### config.mk
export PLATFORM = sky130hd
export DESIGN_NAME = sync_sender
export DESIGN_NICKNAME = d
export VERILOG_FILES = /design/src/rtl/sync_sender_pkg.sv /design/src/rtl/bit_sync.sv /design/src/rtl/sync_sender.sv
export SDC_FILE = /design/constraint.sdc
export NUM_CORES = 1
export LEC_CHECK = 0
export CORE_UTILIZATION = 35
export DETAILED_ROUTE_END_ITERATION = 8
export GPL_TIMING_DRIVEN = 0
export PLACE_DENSITY = 0.53
export SETUP_SLACK_MARGIN = 0.4
export SYNTH_ARGS = -nofsm -noshare
export SYNTH_HDL_FRONTEND = slang
export SYNTH_SLANG_ARGS = --single-unit
### constraint.sdc
create_clock -name clk -period 10.5 [get_ports clk]
set_input_delay 1.575 -clock clk [delete_from_list [all_inputs] [get_ports clk]]
set_output_delay 1.575 -clock clk [all_outputs]
set_load 0.05 [all_outputs]
### src/rtl/sync_sender_pkg.sv
// sync_sender_pkg: shared FSM encoding and sticky error-bit constants for sync_sender
package sync_sender_pkg;
  typedef enum logic [1:0] {S_IDLE, S_SETUP, S_WAIT} state_t;
  localparam logic O_ERR_CLEAR = 1'b0;
  localparam logic O_ERR_SET = 1'b1;
endpackage

### src/rtl/bit_sync.sv
// bit_sync: reset-to-zero flop chain synchroniser for one asynchronous bit
module bit_sync #(
  parameter int STAGES = 2
) (
  input  logic clk,
  input  logic rst,
  input  logic d,
  output logic q
);
  logic [STAGES-1:0] sr;
  always_ff @(posedge clk) sr <= rst ? '0 : {sr[STAGES-2:0], d};
  assign q = sr[STAGES-1];
endmodule

### src/rtl/sync_sender.sv
// sync_sender: FIFO-buffered two-phase bundled-data request source with synchronised ack
module sync_sender
  import sync_sender_pkg::*;
#(
  parameter int DATA_W = 32,
  parameter int DEPTH = 4,
  parameter int SYNC_STAGES = 2
) (
  input  logic                    clk,
  input  logic                    rst,
  input  logic                    i_valid,
  output logic                    o_ready,
  input  logic [DATA_W-1:0]       i_data,
  output logic                    outR,
  input  logic                    outA,
  output logic [DATA_W-1:0]       o_data,
  output logic [$clog2(DEPTH):0]  o_count,
  output logic                    o_err
);
  localparam int AW = $clog2(DEPTH);
  state_t state;
  logic [DATA_W-1:0] mem [DEPTH];
  logic [AW-1:0] wr_ptr, rd_ptr;
  logic ack_s, push, pop;
  bit_sync #(.STAGES(SYNC_STAGES)) u_ack_sync (.clk(clk), .rst(rst), .d(outA), .q(ack_s));
  assign o_ready = o_count != (AW+1)'(DEPTH);
  assign push = i_valid & o_ready;
  assign pop = (state == S_WAIT) & (ack_s == outR);
  always_ff @(posedge clk) if (push) mem[wr_ptr] <= i_data;
  always_ff @(posedge clk)
    if (rst) begin
      state <= S_IDLE;
      wr_ptr <= '0;
      rd_ptr <= '0;
      o_count <= '0;
      outR <= 1'b0;
      o_data <= '0;
      o_err <= O_ERR_CLEAR;
    end else begin
      wr_ptr <= wr_ptr + AW'(push);
      rd_ptr <= rd_ptr + AW'(pop);
      o_count <= o_count + (AW+1)'(push) - (AW+1)'(pop);
      if (state != S_WAIT && ack_s != outR) o_err <= O_ERR_SET;
      case (state)
        S_IDLE:
          if (o_count != '0) begin
            o_data <= mem[rd_ptr];
            state <= S_SETUP;
          end
        S_SETUP: begin
          outR <= ~outR;
          state <= S_WAIT;
        end
        S_WAIT: if (pop) state <= S_IDLE;
        default: state <= S_IDLE;
      endcase
    end
endmodule

# --- Yosys cells after proc, flatten, opt, wreduce, memory -nomap -nowiden ---
# Memory sizes are Yosys's and may differ from the RTL's. A register that Yosys moved wholly into a read port is not among the register bits.
# Cells that the tools add are included.
totals:
  ff_bits: 13
  ram_bits: 128
  in_bits: 36
  out_inout_bits: 38
  word_cells: 33
  mem_count: 1
classes:
  addsub: 4
  eq_ne: 8
  muxes: 5
  n_bitwise: 3
  reduce_logical: 5
mem_list:
  columns: ["name", "depth", "word_bits", "read_ports", "rd_ports_with_merged_regs", "wr", "line_no", "rtl"]
  rows:
  - ["mem", 4, 32, 1, 1, 1, "sync_sender.sv:22", "logic [DATA_W-1:0] mem [DEPTH];"]
ops:
  columns: ["cell", "n"]
  rows:
  - ["2-bit inequality test, second input constant", 3]
  - ["2-bit case mux with 3 select lines", 1]
  - ["2-bit by 1-bit adder with 2-bit output", 2]
  - ["2-bit 2-to-1 mux", 2]
  - ["2-bit AND reduction", 2]
  - ["3-bit by 1-bit adder with 3-bit output", 1]
  - ["3-bit inequality test, second input constant", 1]
  - ["3-bit nonzero test", 1]
  - ["3-bit by 1-bit subtractor with 3-bit output", 1]
  - ["1-bit bitwise AND", 2]
  - ["2-bit by 1-bit equality test with 1-bit output, second input constant", 1]
  - ["2-bit equality test, second input constant", 1]
  - ["2-bit logical NOT", 1]
  - ["1-bit 2-to-1 mux", 2]
  - ["1-bit equality test", 1]
  - ["1-bit logical AND", 1]
  - ["1-bit inequality test", 1]
  - ["1-bit NOT", 1]

# --- Longest topological paths before layout ---
depth:
  ltp_word: 4
  mapped_depth: 9
  ltp_nobuf: 9

# --- Cells and area by module ---
# From an unflattened synthesis, not the netlist that was laid out.
hier_totals:
  cells_unflattened: 297
  area_unflattened_um2: 6172.2
modules_own_cells:
  columns: ["module", "instances", "cells_per_inst", "area_per_inst_um2", "seq_area_each_um2"]
  rows:
  - ["sync_sender", 1, 293, 6119.6, 4704.5]
  - ["bit_sync", 1, 4, 52.6, 40.0]

# --- Worst setup path before layout ---
# OpenSTA, ideal clock, no wires.
synth_timing:
  kind: "input-to-reg"
  from: "input i_valid"
  to: "memory mem[1][0], enable pin"
  setup_time_ns: 0.468
  arrival_time_ns: 4.127
  required_time_ns: 10.032
  setup_slack_ns: 5.906
  cell_stages: 2
  n_path_buf: 0
  cell_sequence: "nand2_1 nor3b_1"
synth_between:
  elab_chain_len: 3
synth_rtl:
  columns: ["item", "line_no", "rtl"]
  rows:
  - ["from (decl)", "sync_sender.sv:11", "input logic i_valid,"]
  - ["1-bit bitwise AND", "sync_sender.sv:27", "assign push = i_valid & o_ready;"]
  - ["1-bit 2-to-1 mux", "sync_sender.sv:29", "always_ff @(posedge clk) if (push) mem[wr_ptr] <= i_data;"]
  - ["1-bit 2-to-1 mux (implied by the code)", "sync_sender.sv:29", null]
  - ["to (decl)", "sync_sender.sv:22", null]
# Every way passes these cells.

# --- Worst setup path after layout ---
layout_timing:
  from: "register o_count[2]"
  to: "output o_ready"
layout_between:
  elab_chain_len: 1
layout_rtl:
  columns: ["item", "line_no", "rtl"]
  rows:
  - ["from (decl)", "sync_sender.sv:17", "output logic [$clog2(DEPTH):0] o_count,"]
  - ["from (signal assigned)", "sync_sender.sv:42", "o_count <= o_count + (AW+1)'(push) - (AW+1)'(pop);"]
  - ["3-bit inequality test", "sync_sender.sv:26", "assign o_ready = o_count != (AW+1)'(DEPTH);"]
  - ["to (decl)", "sync_sender.sv:12", "output logic o_ready,"]
# Every way passes these cells.

==> summary.md <==
| Metric | Value |
|---|---|
| Cells after Synth | `roughly 300` |
| Buf+Inv Stages, Crit Path | `1` |
| Min Tclk post-route | `approximately 3.5 ns` |
| Critical Path RT | `between 8 and 9 ns` |
| Post_cts resized | `0` |
| CTS Buf Count | `17` |
| Most common cell after layout, fill and taps aside | `edfxtp_1` |
| # DRC | `0` |
| Routability congestion estimate | `about 0.67` |
| PwrDens | `around 290 nW/um^2` |
| Max-Cap Viols | `0` |
| TritonCTS clock tree | `yes` |
| GRT overflow | `0` |
| Netlist Area Pre-Place | `roughly 6000 sq um` |
| Hold WC Path Type | `flop to flop` |
| # diodes | `0` |
| Worst setup margin | `just over 7 ns` |
| Layout cells sized above 1 | `0.204` |
| Clk slew on worst S/H paths | `about 0.060 ns` |
| DR iter-0 viols | `between 150 and 200` |
| Setup crit end kind | `output port` |
| Worst slew pin tran | `approximately 0.85 ns` |
| VDD IR-drop max | `around 0.00014 V` |
| Worst clock skew | `0.00512 ns` |
| Post-CTS setup buffers | `0` |
| Via count of the first global-routing pass | `around 3300` |
| Seq/Total Area, Yosys | `0.769` |
| # IOs | `74` |
| Worst stage delay on the critical path | `0.71 ns` |
| Setup violations, final | `0` |
| DRT antenna net count | `0` |
| Row count | `48` |
| P&R area growth vs syn | `29.2%` |
| NetSw | `approximately 0.00076 W` |
| Combinational Power Share | `0.315` |
| Synthesized Nets | `between 300 and 400` |
| Area leader, netlist | `edfxtp_1` |
| Clk pwr share | `0.285` |
| Top cells by area, synth | `edfxtp_1, dfxtp_1, mux4_2` |
| Netlist cell types | `32` |
| CP arrival | `~1.9 ns` |
| Die Ht | `around 130 um` |
| Max Root-Sink Buffers | `2` |
| Ys async rst share | `0` |
| Post-Place Setup Slack | `6.70 ns` |
| Flops & latches, synth | `around 170` |
| H-tree levels | `4` |
| DR vias | `roughly 3000` |
| F_max | `a little under 0.3 GHz` |
| Warnings, synthesis | `0` |
| Synthesized area per cell | `~21 sq um` |
| Final net count | `between 400 and 500` |
| Die ar. | `roughly 18000 sq um` |
| Commonest cells after routing, fill and taps aside | `edfxtp_1, clkdlybuf4s50_1, dfxtp_1, a22o_1, mux4_2` |
| DR pass1 iterations | `4` |
| First-pass GRT wire length | `about 18000 um` |
| Largest net degree at the start of global routing | `25` |
| Critical path's slowest cell | `clkdlybuf4s50_1` |
| Worst R2R Setup Slack | `around 8.2 ns` |
| DR vias/cell | `around 4.8` |
| Lkg Pwr | `between 2 and 3 nW` |
| Crit share post-route | `0.329` |
| Share of Yosys cell area claimed by the top area cell type | `0.623` |
| Clock sink count | `173` |
| Die Width | `135 um` |
| TNS Setup | `0 ns` |
| RSZ-0062 raised after global routing | `false` |
| Ys flop type | `edfxtp_1` |
| Initial Util | `0.358` |
| Number of flops mapped to enable cells by yosys | `128` |
| Port-buffer cells | `between 70 and 80` |
| Final Hold Viols | `0` |
| Flop pwr share | `0.400` |
| Hold endpoint | `u_ack_sync.sr[1]` |
| Routed len/inst | `18.4 um` |
| Gr usage total | `0.143` |
| Worst r2r dst | `mem[0][25]` |
| WS Path Type | `flop to output port` |
| Internal power | `around 0.0016 W` |
| Slew HR | `0.430` |
| CP Max Fanout | `4` |
| R2R depth | `6` |
| Net Sw Frac | `0.326` |
| Hpwl dp | `around 7600 um` |
| Max-slew violation count | `0` |
| Drt total wl | `~12000 um` |
| Worst R2R Start | `o_count[1]` |
| Setup crit start kind | `flop` |
| CP top delay family | `buffers and inverters` |
| CP cell instances | `or3b_1, clkdlybuf4s50_1` |
| CTS Hold Buffers Added | `0` |
| Root Driver | `clkbuf_16` |
| CORE AREA | `around 17000 sq um` |
| Hold path cells | `1` |
| Outcome | `finished, final reports clean` |
| Clock latency on the worst-skew pair | `0.42 ns` |
| Initial antenna violation count | `1` |
| Min-delay src | `u_ack_sync.sr[0]` |
synth_stat cells, types with 4 or more instances:
cell type and instances:
nor3_1 4, buf_2 7, nor2_1 6, dfxtp_1 45, clkbuf_1 4, mux4_2 27, nor2b_1 6, edfxtp_1 128
mux4_1 5, a22o_1 32
metal layers:
metal  wire length, um  share of wire  track usage  up-vias
met1              4960           0.42        0.167     1565
met2              6080           0.52        0.245       59
li1                  -              -            -     1417
met5                 0              0            0        -
met4               173          0.015       0.0599        0
met3               511          0.044       0.0458       13
logic make-up after synthesis:
family / share of synthesized area
AOI/OAI and AO/OA: 0.0525
xor gates and xnor gates: 0.00710
adders and majority gates: 0.00730
buffers and inverters: 0.0197
DFF: 0.769
muxes: 0.120
and+or+nand+nor: 0.0249
state kept, by name (all words and copies together), names as in the netlist:
register / cells
state: 2
rd_ptr: 2
o_count: 3
o_data: 32
wr_ptr: 2
u_ack_sync.sr: 2
outR: 1
mem: 128
o_err: 1
worst reg2reg max path, stage by stage, from the launching register on:
cell and delay [ns]:
dfxtp_1 0.43, or3b_1 0.16, nand2_1 0.18, nor3_2 0.67, buf_8 0.24, buf_8 0.16
buf_8 0.16
layout make-up:
cell class | instances | area [sq um]
buffer | 15 | 104
clock buffer | 22 | 474
clock inverter | 10 | 160
fill | 1451 | 9270
inverter | 4 | 17.5
multi-input combinational | 105 | 1320
sequential | 173 | 4740
tap | 225 | 282
timing repair buffer | 83 | 867
through the flow:
stage	hold WS [ns]	util	instance area, sq um	cells	total power, W
6_report	0.449	0.462	7970	637	0.00233
4_1_cts	0.456	0.462	7970	637	0.00237
5_1_grt	0.482	0.462	7970	637	0.00244
2_1_floorplan	0.414	-	6170	297	0.00143
3_5_place_dp	0.446	0.426	7340	605	0.00170
3_3_place_gp	0.434	0.417	7180	595	0.00167
power by group through the flow:
| stage | clock [W] | sequential, W | combinational [W] |
|---|---|---|---|
| final | 0.000664 | 0.000934 | 0.000735 |
| after global routing | 0.000704 | 0.000950 | 0.000786 |
| after floorplan | 0 | 0.00119 | 0.000243 |
| after detailed placement | 0 | 0.000950 | 0.000747 |
| after global placement | 0 | 0.000953 | 0.000719 |
| after CTS | 0.000680 | 0.000937 | 0.000749 |
worst max path at each step:
stage	startpoint	end	slack (ns)	cells past startpoint
after floorplan	i_valid	mem[1][0]	5.91	2
after detailed placement	i_valid	mem[0][11]	6.70	6
after global placement	i_valid	mem[2][11]	3.16	3
after global routing	o_count[2]	o_ready	6.97	2
after CTS	o_count[2]	o_ready	7.01	2
final	o_count[2]	o_ready	7.05	2
Power figures use the tool's default switching activity.
